===== src/rtl/multicycle_control_unit_pkg.sv =====
// Shared encodings for the multicycle RV32I control path: state codes, opcodes,
// ALUOp/ALUControl codes and datapath selector encodings.
package multicycle_control_unit_pkg;

    typedef enum logic [3:0] {
        FETCH    = 4'd0,
        DECODE   = 4'd1,
        MEMADR   = 4'd2,
        MEMREAD  = 4'd3,
        MEMWB    = 4'd4,
        MEMWRITE = 4'd5,
        EXECR    = 4'd6,
        ALUWB    = 4'd7,
        EXECI    = 4'd8,
        JAL      = 4'd9,
        BEQ      = 4'd10
    } state_t;

    localparam logic [6:0] OP_LOAD  = 7'b0000011;
    localparam logic [6:0] OP_STORE = 7'b0100011;
    localparam logic [6:0] OP_RTYPE = 7'b0110011;
    localparam logic [6:0] OP_ITYPE = 7'b0010011;
    localparam logic [6:0] OP_JAL   = 7'b1101111;
    localparam logic [6:0] OP_BEQ   = 7'b1100011;

    typedef enum logic [1:0] {
        ALUOP_ADD   = 2'b00,
        ALUOP_SUB   = 2'b01,
        ALUOP_FUNCT = 2'b10
    } aluop_t;

    localparam logic [2:0] ALU_ADD = 3'b000;
    localparam logic [2:0] ALU_SUB = 3'b001;
    localparam logic [2:0] ALU_AND = 3'b010;
    localparam logic [2:0] ALU_OR  = 3'b011;
    localparam logic [2:0] ALU_SLT = 3'b101;

    localparam logic [1:0] SRCA_PC    = 2'b00;
    localparam logic [1:0] SRCA_OLDPC = 2'b01;
    localparam logic [1:0] SRCA_REG   = 2'b10;

    localparam logic [1:0] SRCB_REG  = 2'b00;
    localparam logic [1:0] SRCB_IMM  = 2'b01;
    localparam logic [1:0] SRCB_FOUR = 2'b10;

    localparam logic [1:0] RES_ALUOUT    = 2'b00;
    localparam logic [1:0] RES_MEMDATA   = 2'b01;
    localparam logic [1:0] RES_ALURESULT = 2'b10;

    localparam logic [1:0] IMM_I = 2'b00;
    localparam logic [1:0] IMM_S = 2'b01;
    localparam logic [1:0] IMM_B = 2'b10;
    localparam logic [1:0] IMM_J = 2'b11;

endpackage


===== src/rtl/multicycle_control_unit_if.sv =====
// Decoder-field inputs and datapath control outputs of the multicycle control unit.
// master = control unit side, slave = datapath side.
interface multicycle_control_unit_if;
    logic [6:0] Opcode_i;
    logic [2:0] Funct3_i;
    logic       Funct7b5_i;
    logic       Zero_i;
    logic       PCWrite_o;
    logic       AdrSrc_o;
    logic       MemWrite_o;
    logic       IRWrite_o;
    logic       RegWrite_o;
    logic [1:0] ResultSrc_o;
    logic [1:0] ALUSrcA_o;
    logic [1:0] ALUSrcB_o;
    logic [1:0] ImmSrc_o;
    logic [2:0] ALUControl_o;
    logic [3:0] State_o;

    modport master (
        input  Opcode_i, Funct3_i, Funct7b5_i, Zero_i,
        output PCWrite_o, AdrSrc_o, MemWrite_o, IRWrite_o, RegWrite_o,
        output ResultSrc_o, ALUSrcA_o, ALUSrcB_o, ImmSrc_o, ALUControl_o, State_o
    );

    modport slave (
        output Opcode_i, Funct3_i, Funct7b5_i, Zero_i,
        input  PCWrite_o, AdrSrc_o, MemWrite_o, IRWrite_o, RegWrite_o,
        input  ResultSrc_o, ALUSrcA_o, ALUSrcB_o, ImmSrc_o, ALUControl_o, State_o
    );
endinterface


===== src/rtl/multicycle_control_unit_alu_decoder.sv =====
// ALU operation decode from ALUOp and instruction fields.
// Purely combinational, zero latency, no backpressure.
import multicycle_control_unit_pkg::*;

module alu_decoder (
    input  aluop_t     alu_op,
    input  logic [2:0] funct3,
    input  logic       op5,
    input  logic       funct7b5,
    output logic [2:0] alu_control
);
    always_comb begin
        alu_control = ALU_ADD;
        case (alu_op)
            ALUOP_SUB: alu_control = ALU_SUB;
            ALUOP_FUNCT: begin
                case (funct3)
                    // Only R-type with funct7[5] set is sub; addi ignores funct7b5.
                    3'b000:  alu_control = (op5 & funct7b5) ? ALU_SUB : ALU_ADD;
                    3'b010:  alu_control = ALU_SLT;
                    3'b110:  alu_control = ALU_OR;
                    3'b111:  alu_control = ALU_AND;
                    default: alu_control = ALU_ADD;
                endcase
            end
            default: alu_control = ALU_ADD;
        endcase
    end
endmodule


===== src/rtl/multicycle_control_unit.sv =====
// Moore control FSM for the multicycle RV32I datapath; only State_o is registered.
// Outputs follow state/decoder inputs in the same cycle; no backpressure.
import multicycle_control_unit_pkg::*;

module multicycle_control_unit (
    input  logic                       clk,
    input  logic                       reset,
    multicycle_control_unit_if.master  ctrl
);
    state_t     state_q, state_d;
    aluop_t     alu_op;
    logic       pc_update, branch;
    logic       adr_src, mem_write, ir_write, reg_write;
    logic [1:0] result_src, alu_src_a, alu_src_b;
    logic [2:0] alu_control;

    always_ff @(posedge clk) begin
        if (reset) state_q <= FETCH;
        else       state_q <= state_d;
    end

    always_comb begin
        state_d = FETCH;
        case (state_q)
            FETCH:  state_d = DECODE;
            DECODE: begin
                case (ctrl.Opcode_i)
                    OP_LOAD, OP_STORE: state_d = MEMADR;
                    OP_RTYPE:          state_d = EXECR;
                    OP_ITYPE:          state_d = EXECI;
                    OP_JAL:            state_d = JAL;
                    OP_BEQ:            state_d = BEQ;
                    default:           state_d = FETCH;
                endcase
            end
            MEMADR:   state_d = ctrl.Opcode_i[5] ? MEMWRITE : MEMREAD;
            MEMREAD:  state_d = MEMWB;
            EXECR:    state_d = ALUWB;
            EXECI:    state_d = ALUWB;
            JAL:      state_d = ALUWB;
            default:  state_d = FETCH;
        endcase
    end

    always_comb begin
        pc_update  = 1'b0;
        branch     = 1'b0;
        adr_src    = 1'b0;
        mem_write  = 1'b0;
        ir_write   = 1'b0;
        reg_write  = 1'b0;
        result_src = RES_ALUOUT;
        alu_src_a  = SRCA_PC;
        alu_src_b  = SRCB_REG;
        alu_op     = ALUOP_ADD;
        case (state_q)
            FETCH: begin
                ir_write   = 1'b1;
                alu_src_b  = SRCB_FOUR;
                result_src = RES_ALURESULT;
                pc_update  = 1'b1;
            end
            DECODE: begin
                alu_src_a = SRCA_OLDPC;
                alu_src_b = SRCB_IMM;
            end
            MEMADR: begin
                alu_src_a = SRCA_REG;
                alu_src_b = SRCB_IMM;
            end
            MEMREAD:  adr_src = 1'b1;
            MEMWB: begin
                result_src = RES_MEMDATA;
                reg_write  = 1'b1;
            end
            MEMWRITE: begin
                adr_src   = 1'b1;
                mem_write = 1'b1;
            end
            EXECR: begin
                alu_src_a = SRCA_REG;
                alu_op    = ALUOP_FUNCT;
            end
            ALUWB:    reg_write = 1'b1;
            EXECI: begin
                alu_src_a = SRCA_REG;
                alu_src_b = SRCB_IMM;
                alu_op    = ALUOP_FUNCT;
            end
            JAL: begin
                alu_src_a = SRCA_OLDPC;
                alu_src_b = SRCB_FOUR;
                pc_update = 1'b1;
            end
            BEQ: begin
                alu_src_a = SRCA_REG;
                alu_op    = ALUOP_SUB;
                branch    = 1'b1;
            end
            default: ;
        endcase
    end

    alu_decoder u_alu_decoder (
        .alu_op      (alu_op),
        .funct3      (ctrl.Funct3_i),
        .op5         (ctrl.Opcode_i[5]),
        .funct7b5    (ctrl.Funct7b5_i),
        .alu_control (alu_control)
    );

    always_comb begin
        case (ctrl.Opcode_i)
            OP_STORE: ctrl.ImmSrc_o = IMM_S;
            OP_BEQ:   ctrl.ImmSrc_o = IMM_B;
            OP_JAL:   ctrl.ImmSrc_o = IMM_J;
            default:  ctrl.ImmSrc_o = IMM_I;
        endcase
    end

    // Write enables are held off while reset is asserted, whatever the state.
    assign ctrl.PCWrite_o    = ~reset & (pc_update | (branch & ctrl.Zero_i));
    assign ctrl.IRWrite_o    = ~reset & ir_write;
    assign ctrl.RegWrite_o   = ~reset & reg_write;
    assign ctrl.MemWrite_o   = ~reset & mem_write;
    assign ctrl.AdrSrc_o     = adr_src;
    assign ctrl.ResultSrc_o  = result_src;
    assign ctrl.ALUSrcA_o    = alu_src_a;
    assign ctrl.ALUSrcB_o    = alu_src_b;
    assign ctrl.ALUControl_o = alu_control;
    assign ctrl.State_o      = state_q;

endmodule

===== src/flat_wrapper.sv =====
// flat-port wrapper written by rule: the top's interface ports become plain ports
module multicycle_control_unit_flat 
  (clk, reset, ctrl_Opcode_i, ctrl_Funct3_i, ctrl_Funct7b5_i, ctrl_Zero_i, ctrl_PCWrite_o, ctrl_AdrSrc_o, ctrl_MemWrite_o, ctrl_IRWrite_o, ctrl_RegWrite_o, ctrl_ResultSrc_o, ctrl_ALUSrcA_o, ctrl_ALUSrcB_o, ctrl_ImmSrc_o, ctrl_ALUControl_o, ctrl_State_o);
  multicycle_control_unit_if ctrl_i ();
  input  logic clk;
  input  logic reset;
  input wire logic [$bits(ctrl_i.Opcode_i)-1:0] ctrl_Opcode_i;
  input wire logic [$bits(ctrl_i.Funct3_i)-1:0] ctrl_Funct3_i;
  input wire logic [$bits(ctrl_i.Funct7b5_i)-1:0] ctrl_Funct7b5_i;
  input wire logic [$bits(ctrl_i.Zero_i)-1:0] ctrl_Zero_i;
  output wire logic [$bits(ctrl_i.PCWrite_o)-1:0] ctrl_PCWrite_o;
  output wire logic [$bits(ctrl_i.AdrSrc_o)-1:0] ctrl_AdrSrc_o;
  output wire logic [$bits(ctrl_i.MemWrite_o)-1:0] ctrl_MemWrite_o;
  output wire logic [$bits(ctrl_i.IRWrite_o)-1:0] ctrl_IRWrite_o;
  output wire logic [$bits(ctrl_i.RegWrite_o)-1:0] ctrl_RegWrite_o;
  output wire logic [$bits(ctrl_i.ResultSrc_o)-1:0] ctrl_ResultSrc_o;
  output wire logic [$bits(ctrl_i.ALUSrcA_o)-1:0] ctrl_ALUSrcA_o;
  output wire logic [$bits(ctrl_i.ALUSrcB_o)-1:0] ctrl_ALUSrcB_o;
  output wire logic [$bits(ctrl_i.ImmSrc_o)-1:0] ctrl_ImmSrc_o;
  output wire logic [$bits(ctrl_i.ALUControl_o)-1:0] ctrl_ALUControl_o;
  output wire logic [$bits(ctrl_i.State_o)-1:0] ctrl_State_o;
  assign ctrl_i.Opcode_i = ctrl_Opcode_i;
  assign ctrl_i.Funct3_i = ctrl_Funct3_i;
  assign ctrl_i.Funct7b5_i = ctrl_Funct7b5_i;
  assign ctrl_i.Zero_i = ctrl_Zero_i;
  assign ctrl_PCWrite_o = ctrl_i.PCWrite_o;
  assign ctrl_AdrSrc_o = ctrl_i.AdrSrc_o;
  assign ctrl_MemWrite_o = ctrl_i.MemWrite_o;
  assign ctrl_IRWrite_o = ctrl_i.IRWrite_o;
  assign ctrl_RegWrite_o = ctrl_i.RegWrite_o;
  assign ctrl_ResultSrc_o = ctrl_i.ResultSrc_o;
  assign ctrl_ALUSrcA_o = ctrl_i.ALUSrcA_o;
  assign ctrl_ALUSrcB_o = ctrl_i.ALUSrcB_o;
  assign ctrl_ImmSrc_o = ctrl_i.ImmSrc_o;
  assign ctrl_ALUControl_o = ctrl_i.ALUControl_o;
  assign ctrl_State_o = ctrl_i.State_o;
  multicycle_control_unit u_core (.clk(clk), .reset(reset), .ctrl(ctrl_i));
endmodule

===== config.mk =====
export PLATFORM = sky130hd
export DESIGN_NAME = multicycle_control_unit_flat
export DESIGN_NICKNAME = d
export VERILOG_FILES = /design/src/rtl/multicycle_control_unit_pkg.sv /design/src/rtl/multicycle_control_unit_if.sv /design/src/rtl/multicycle_control_unit_alu_decoder.sv /design/src/rtl/multicycle_control_unit.sv /design/src/flat_wrapper.sv
export SDC_FILE = /design/constraint.sdc
export NUM_CORES = 1
export LEC_CHECK = 0
export CORE_MARGIN = 5
export CORE_UTILIZATION = 38
export DETAILED_ROUTE_END_ITERATION = 16
export GPL_TIMING_DRIVEN = 0
export MAX_ROUTING_LAYER = met4
export PLACE_DENSITY = 0.83
export SYNTH_ARGS = -nofsm -noshare
export SYNTH_HDL_FRONTEND = slang
export SYNTH_SLANG_ARGS = --single-unit
export TNS_END_PERCENT = 100

===== constraint.sdc =====
create_clock -name clk -period 4.4 [get_ports clk]
set_input_delay 0.88 -clock clk [delete_from_list [all_inputs] [get_ports clk]]
set_output_delay 0.88 -clock clk [all_outputs]
set_load 0.005 [all_outputs]

==> results.tsv, run 1 <==
stage	metric	value	unit
clock_network	cts_tree	done	
finish	largest_reg_flops	4	
sta	setup_tns	0	ns
sta	whs	0.582	ns
clock_network	hold_buffers	0	
routing	vias	747	
sta	finClkSkew	0.00192	ns
flow_run	drv_cap	0	
clock_network	cts_made_buffers	3	
critical_path	r2r_start	u_core.ctrl.State_o[1]$_SDFF_PP0_	
global_route	grt_overflow	0	
synth	yosys.area.top_type	dfxtp_1	
place	gp_congestion	0.814	
power_and_ir_drop	p_per_area	150	nW/um^2
synth	yosysWarnings	0	
synth	syn-instance-count	79	
global_route	track_usage	18.6	%
sta	tightest_slew	0.451	ns
global_route	grt_pass1_wl	2.86	mm
clock_network	clock-root-buffer	clkbuf_4	
place	dp_hpwl	1.37	mm
sta	fin_crit	3.44	ns
clock_network	ctsResizeCount	0	
power_and_ir_drop	vdd_drop_max	191	uV
routing	ant_nets	0	
global_route	grt_max_degree	11	
routing	drt_iter0_markers	8	
finish	final_area	896	sq um
finish	layout-drive-gt1-share	4.39	%
clock_network	cts_setup_buffers	0	
floorplanning	design.die.area	2260	sq um
routing	firstDrtPassIters	4	
place	port-buffer-count	32	
clock_network	cts.htree.levels	1	
finish	nets	132	
power_and_ir_drop	p_leak	0.304	nW
sta	final_max_slew_viol_count	0	
clock_network	cts.sinks	4	
floorplanning	num_rows	13	
floorplanning	io_pins	34	
finish	final_cell_mix	32 x clkdlybuf4s50_1, 12 x nor2_1, 6 x nor3_1, 5 x inv_1	
critical_path	reg2reg_slack	2.96	ns
routing	drc	0	
synth	yosysTopAreaCellShare	15.0	%
sta	finalHoldViolCount	0	
sta	timing.max_slew.rel_slack	70.0	%
floorplanning	chipWidth	47.5	microns
floorplanning	floorplan.initialDensity	40.6	%
critical_path	end_kind	primary output	
sta	rsz0062_at_grt	false	
finish	diodes	0	
synth	synth_cell_types	36	
routing	via_per_inst	5.79	
critical_path	cp.required	3.52	ns
critical_path	arrival	2.56	ns
synth	yosys-top-cells-area	dfxtp_1 15%, nor2_1 8.4%, nor3_1 5.6%	
global_route	grt_pass1_vias	686	
status	status	finished clean	
sta	fin_crit_sh	78.2	%
sta	timing.fmax	291	MHz
clock_network	clockBufferDepth	2	
critical_path	crit_start	u_core.ctrl.State_o[1]$_SDFF_PP0_	
floorplanning	coreArea	1320	sq um
critical_path	path_max_fanout	10	
place	place_area	873	sq um
synth	yosysSeqAreaShare	15.0	%
global_route	antenna_found_initial	0	
synth	synth.avg_cell_area	6.76	sq um
clock_network	path_clk_slew	0.04	ns
finish	final_common_cell	clkdlybuf4s50_1	
sta	setup_viol	0	
routing	totalWireLength	1.79	mm
routing	wl_per_cell	13.8	microns
worst_hold_path	min_from	u_core.ctrl.State_o[0]$_SDFF_PP0_	
floorplanning	die_h	47.5	microns
synth	yosys_register_bits	4	
critical_path	worstSetupPathType	reg2out	
synth	syn_nets	95	
clock_network	insertion_delay	0.25	ns
synth	synth_area	534	sq um
critical_path	crit_path_start_kind	flop	
worst_hold_path	hold_class	reg2reg	
finish	area_delta_synth_final	67.7	%
[cell type report]
class	count	area, sq um
Fill cell	117	422
Timing Repair Buffer	32	320
Inverter	5	18.8
Sequential cell	4	80.1
Buffer	5	18.8
Clock buffer	3	22.5
Multi-Input combinational cell	65	417
Tap cell	15	18.8
[synth_stat cells (all sizes together)]
master and number:
nor2 12, nor3 6, inv 5, a21oi 4
clkbuf 4, dfxtp 4, nand2b 4, o21ai 4
nor4 3, a31oi 2, ha 2, nand2 2
nand3 2, nand3b 2, nand4 2, xor2 2
a211o 1, a211oi 1, a21boi 1, a21o 1
a221o 1, a2bb2oi 1, a31o 1, and3b 1
and4b 1, buf 1, mux2i 1, nor3b 1
nor4bb 1, o211ai 1, o22a 1, or2 1
or3 1, or4 1, xnor2 1
[critical path, cell delays in order, from the launching register on]
cell             delay [ns]
dfxtp_1                0.45
clkbuf_1               0.40
nand3b_1               0.13
a21oi_1                0.22
ha_1                   0.29
nor4_1                 0.25
clkdlybuf4s50_1        0.56
[path summary, 6_finish.rpt]
kind	end	depth (start not counted)
worst max register to register	u_core.ctrl.State_o[1]$_SDFF_PP0_	4
worst min register to register	u_core.ctrl.State_o[3]$_SDFF_PP0_	2
worst max-delay path	ctrl_ALUControl_o[2]	6
worst min-delay path	u_core.ctrl.State_o[3]$_SDFF_PP0_	2
[through the flow]
step / worst slack, ns / cells / util [%] / power, mW
6_report: 0.958 / 129 / 68.0 / 0.135
5_1_grt: 0.774 / 129 / 68.0 / 0.145
4_1_cts: 0.974 / 129 / 68.0 / 0.136
3_5_place_dp: 1.06 / 126 / 66.3 / 0.0858
3_3_place_gp: 1.05 / 126 / 66.3 / 0.0846
2_1_floorplan: 1.96 / 79 / - / 0.0570
[cell families after synthesis]
logic type | Yosys count | synth area share, %
mux | 1 | 1.87
compound gates | 19 | 23.9
xor+xnor | 3 | 4.92
simple gates | 40 | 42.6
flops | 4 | 15.0
fa+ha+maj | 2 | 4.68
buf+inv | 10 | 7.02
[metal layers]
layer / wire, microns / vias to the layer above / GRT usage (%)
met5: 0 / - / -
met2: 852 / 36 / 28.1
met3: 157 / 4 / 4.51
met1: 730 / 342 / 22.3
met4: 44 / 0 / 10.5
li1: - / 365 / -
[where the power goes]
group          switching (mW)  total (mW)  internal, mW
Sequential            0.00168      0.0390        0.0373
Clock                  0.0186      0.0494        0.0307
Combinational          0.0190      0.0463        0.0273
Total                  0.0394       0.135        0.0953
Note: power is estimated with default switching activity, not from simulation.
==> run 2, diff against run 1 <==
--- a/config.mk
+++ b/config.mk
@@ -5,12 +5,13 @@
 export SDC_FILE = /design/constraint.sdc
 export NUM_CORES = 1
 export LEC_CHECK = 0
+export CORE_ASPECT_RATIO = 0.9
 export CORE_MARGIN = 5
-export CORE_UTILIZATION = 38
+export CORE_UTILIZATION = 35
 export DETAILED_ROUTE_END_ITERATION = 16
 export GPL_TIMING_DRIVEN = 0
 export MAX_ROUTING_LAYER = met4
-export PLACE_DENSITY = 0.83
+export PLACE_DENSITY = 0.78
 export SYNTH_ARGS = -nofsm -noshare
 export SYNTH_HDL_FRONTEND = slang
 export SYNTH_SLANG_ARGS = --single-unit
==> constraint.sdc (replaced) <==
create_clock -name clk -period 3.3 [get_ports clk]
set_input_delay 0.66 -clock clk [delete_from_list [all_inputs] [get_ports clk]]
set_output_delay 0.66 -clock clk [all_outputs]
set_load 0.005 [all_outputs]
==> run 2 against run 1 <==
Flip-flop and latch count is the same. Largest cell class unchanged. Via count shrank 4.0%. Global-route usage shrank 3.1 points. Routed wire length shrank 3.8%. Cell area grew 0.42%. Utilization shrank 5.9 points.
==> results.tsv, run 2 (synthesis gave the netlist of run 1 again) <==
stage	metric	value	unit
clock_network	ctsResizeCount	0	
sta	timing.fmax	327	MHz
finish	final_cell_mix	32 x clkdlybuf4s50_1, 12 x nor2_1, 6 x nor3_1, 5 x inv_1	
worst_hold_path	min_from	u_core.ctrl.State_o[0]$_SDFF_PP0_	
clock_network	cts.htree.levels	1	
routing	wl_per_cell	13.3	microns
finish	layout-drive-gt1-share	7.02	%
routing	drt_iter0_markers	19	
finish	nets	132	
sta	rsz0062_at_grt	false	
routing	firstDrtPassIters	6	
flow_run	drv_cap	0	
critical_path	r2r_end	u_core.ctrl.State_o[1]$_SDFF_PP0_	
sta	fin_crit_sh	92.7	%
finish	area_delta_synth_final	68.4	%
sta	whs	0.573	ns
clock_network	path_clk_slew	0.04	ns
critical_path	crit_path_start_kind	flop	
status	status	finished clean	
clock_network	cts_setup_buffers	0	
routing	drc	0	
global_route	antenna_found_initial	0	
critical_path	end_kind	primary output	
place	port-buffer-count	32	
clock_network	hold_buffers	0	
sta	timing.max_slew.rel_slack	71.5	%
global_route	grt_pass1_vias	628	
floorplanning	design.die.area	2410	sq um
routing	totalWireLength	1.72	mm
critical_path	r2r_start	u_core.ctrl.State_o[1]$_SDFF_PP0_	
power_and_ir_drop	power.total	0.173	mW
floorplanning	chipWidth	51.2	microns
critical_path	reg2reg_slack	1.85	ns
place	place_area	873	sq um
clock_network	insertion_delay	0.23	ns
power_and_ir_drop	p_per_area	192	nW/um^2
floorplanning	num_rows	13	
sta	finalHoldViolCount	0	
floorplanning	coreArea	1450	sq um
critical_path	arrival	2.40	ns
sta	fin_crit	3.06	ns
sta	finClkSkew	0.00146	ns
worst_hold_path	hold-path-cell-count	2	
routing	vias	717	
finish	largest_reg_flops	4	
critical_path	worstSetupPathType	reg2out	
floorplanning	die_h	47.1	microns
clock_network	cts_tree	done	
place	gp_congestion	0.836	
routing	ant_nets	0	
clock_network	cts_made_buffers	3	
sta	setup_tns	0	ns
worst_hold_path	hold_class	reg2reg	
clock_network	clockBufferDepth	2	
critical_path	reg2reg_depth	4	
floorplanning	io_pins	34	
power_and_ir_drop	vdd_drop_max	195	uV
routing	via_per_inst	5.56	
global_route	track_usage	15.5	%
sta	setup_viol	0	
global_route	grt_pass1_wl	2.79	mm
finish	final_common_cell	clkdlybuf4s50_1	
global_route	grt_overflow	0	
critical_path	cp.required	2.64	ns
sta	tightest_slew	0.427	ns
place	dp_hpwl	1.38	mm
worst_hold_path	hold_end	u_core.ctrl.State_o[3]$_SDFF_PP0_	
floorplanning	floorplan.initialDensity	36.9	%
finish	diodes	0	
finish	final_area	900	sq um
clock_network	clock-root-buffer	clkbuf_4	
power_and_ir_drop	p_leak	0.315	nW
clock_network	cts.sinks	4	
global_route	grt_max_degree	11	
sta	final_max_slew_viol_count	0	
critical_path	path_max_fanout	8	
run 2: cell counts in the layout (fill, tap and decap cells not counted):
No cell type changed its count.
run 2: area by class of cell:
cell class / instances / area [sq um]
Sequential cell: 4 / 80.1
Timing Repair Buffer: 32 / 320
Fill cell: 143 / 548
Multi-Input combinational cell: 65 / 417
Clock buffer: 3 / 22.5
Tap cell: 15 / 18.8
Inverter: 5 / 18.8
Buffer: 5 / 22.5
run 2: how the worst max path moves through the flow:
stage / startpoint / to / cells after the start
after floorplan: u_core.ctrl.State_o[1]$_SDFF_PP0_ / ctrl_ALUControl_o[2] / 5
after global placement: ctrl_Opcode_i[5] / ctrl_ImmSrc_o[1] / 5
final: u_core.ctrl.State_o[1]$_SDFF_PP0_ / ctrl_ALUControl_o[2] / 6
after global routing: u_core.ctrl.State_o[1]$_SDFF_PP0_ / ctrl_ALUControl_o[2] / 6
after CTS: u_core.ctrl.State_o[1]$_SDFF_PP0_ / ctrl_ALUControl_o[2] / 6
after detailed placement: u_core.ctrl.State_o[1]$_SDFF_PP0_ / ctrl_ALUControl_o[2] / 6
run 2: report_power, final:
part	switching (mW)	total [mW]	internal, mW	leakage [nW]
registers	0.00214	0.0520	0.0498	0.0326
logic	0.0248	0.0612	0.0364	0.268
clock network	0.0191	0.0598	0.0406	0.0138
run 2: critical path, stage by stage, from the launching register on:
cell             delay [ns]
dfxtp_1                0.45
nand2b_1               0.15
nor3b_1                0.36
inv_1                  0.09
ha_1                   0.32
nor4_1                 0.23
clkdlybuf4s50_1        0.55
run 2: metal layers:
layer	vias to the layer above	wire [microns]	share of wire, %	GRT usage [%]
met3	0	152	8.9	3.49
met4	0	0	0	1.61
met2	38	797	46	27.2
li1	360	-	-	-
met5	-	0	0	-
met1	319	768	45	18.9
run 2: per-stage QoR:
stage	setup slack, ns	cells	util [%]
final	0.242	129	62.1
after global routing	0.0632	129	62.1
after CTS	0.112	129	61.9
after detailed placement	0.355	126	60.3
after global placement	0.398	126	60.3
after floorplan	1.08	79	-
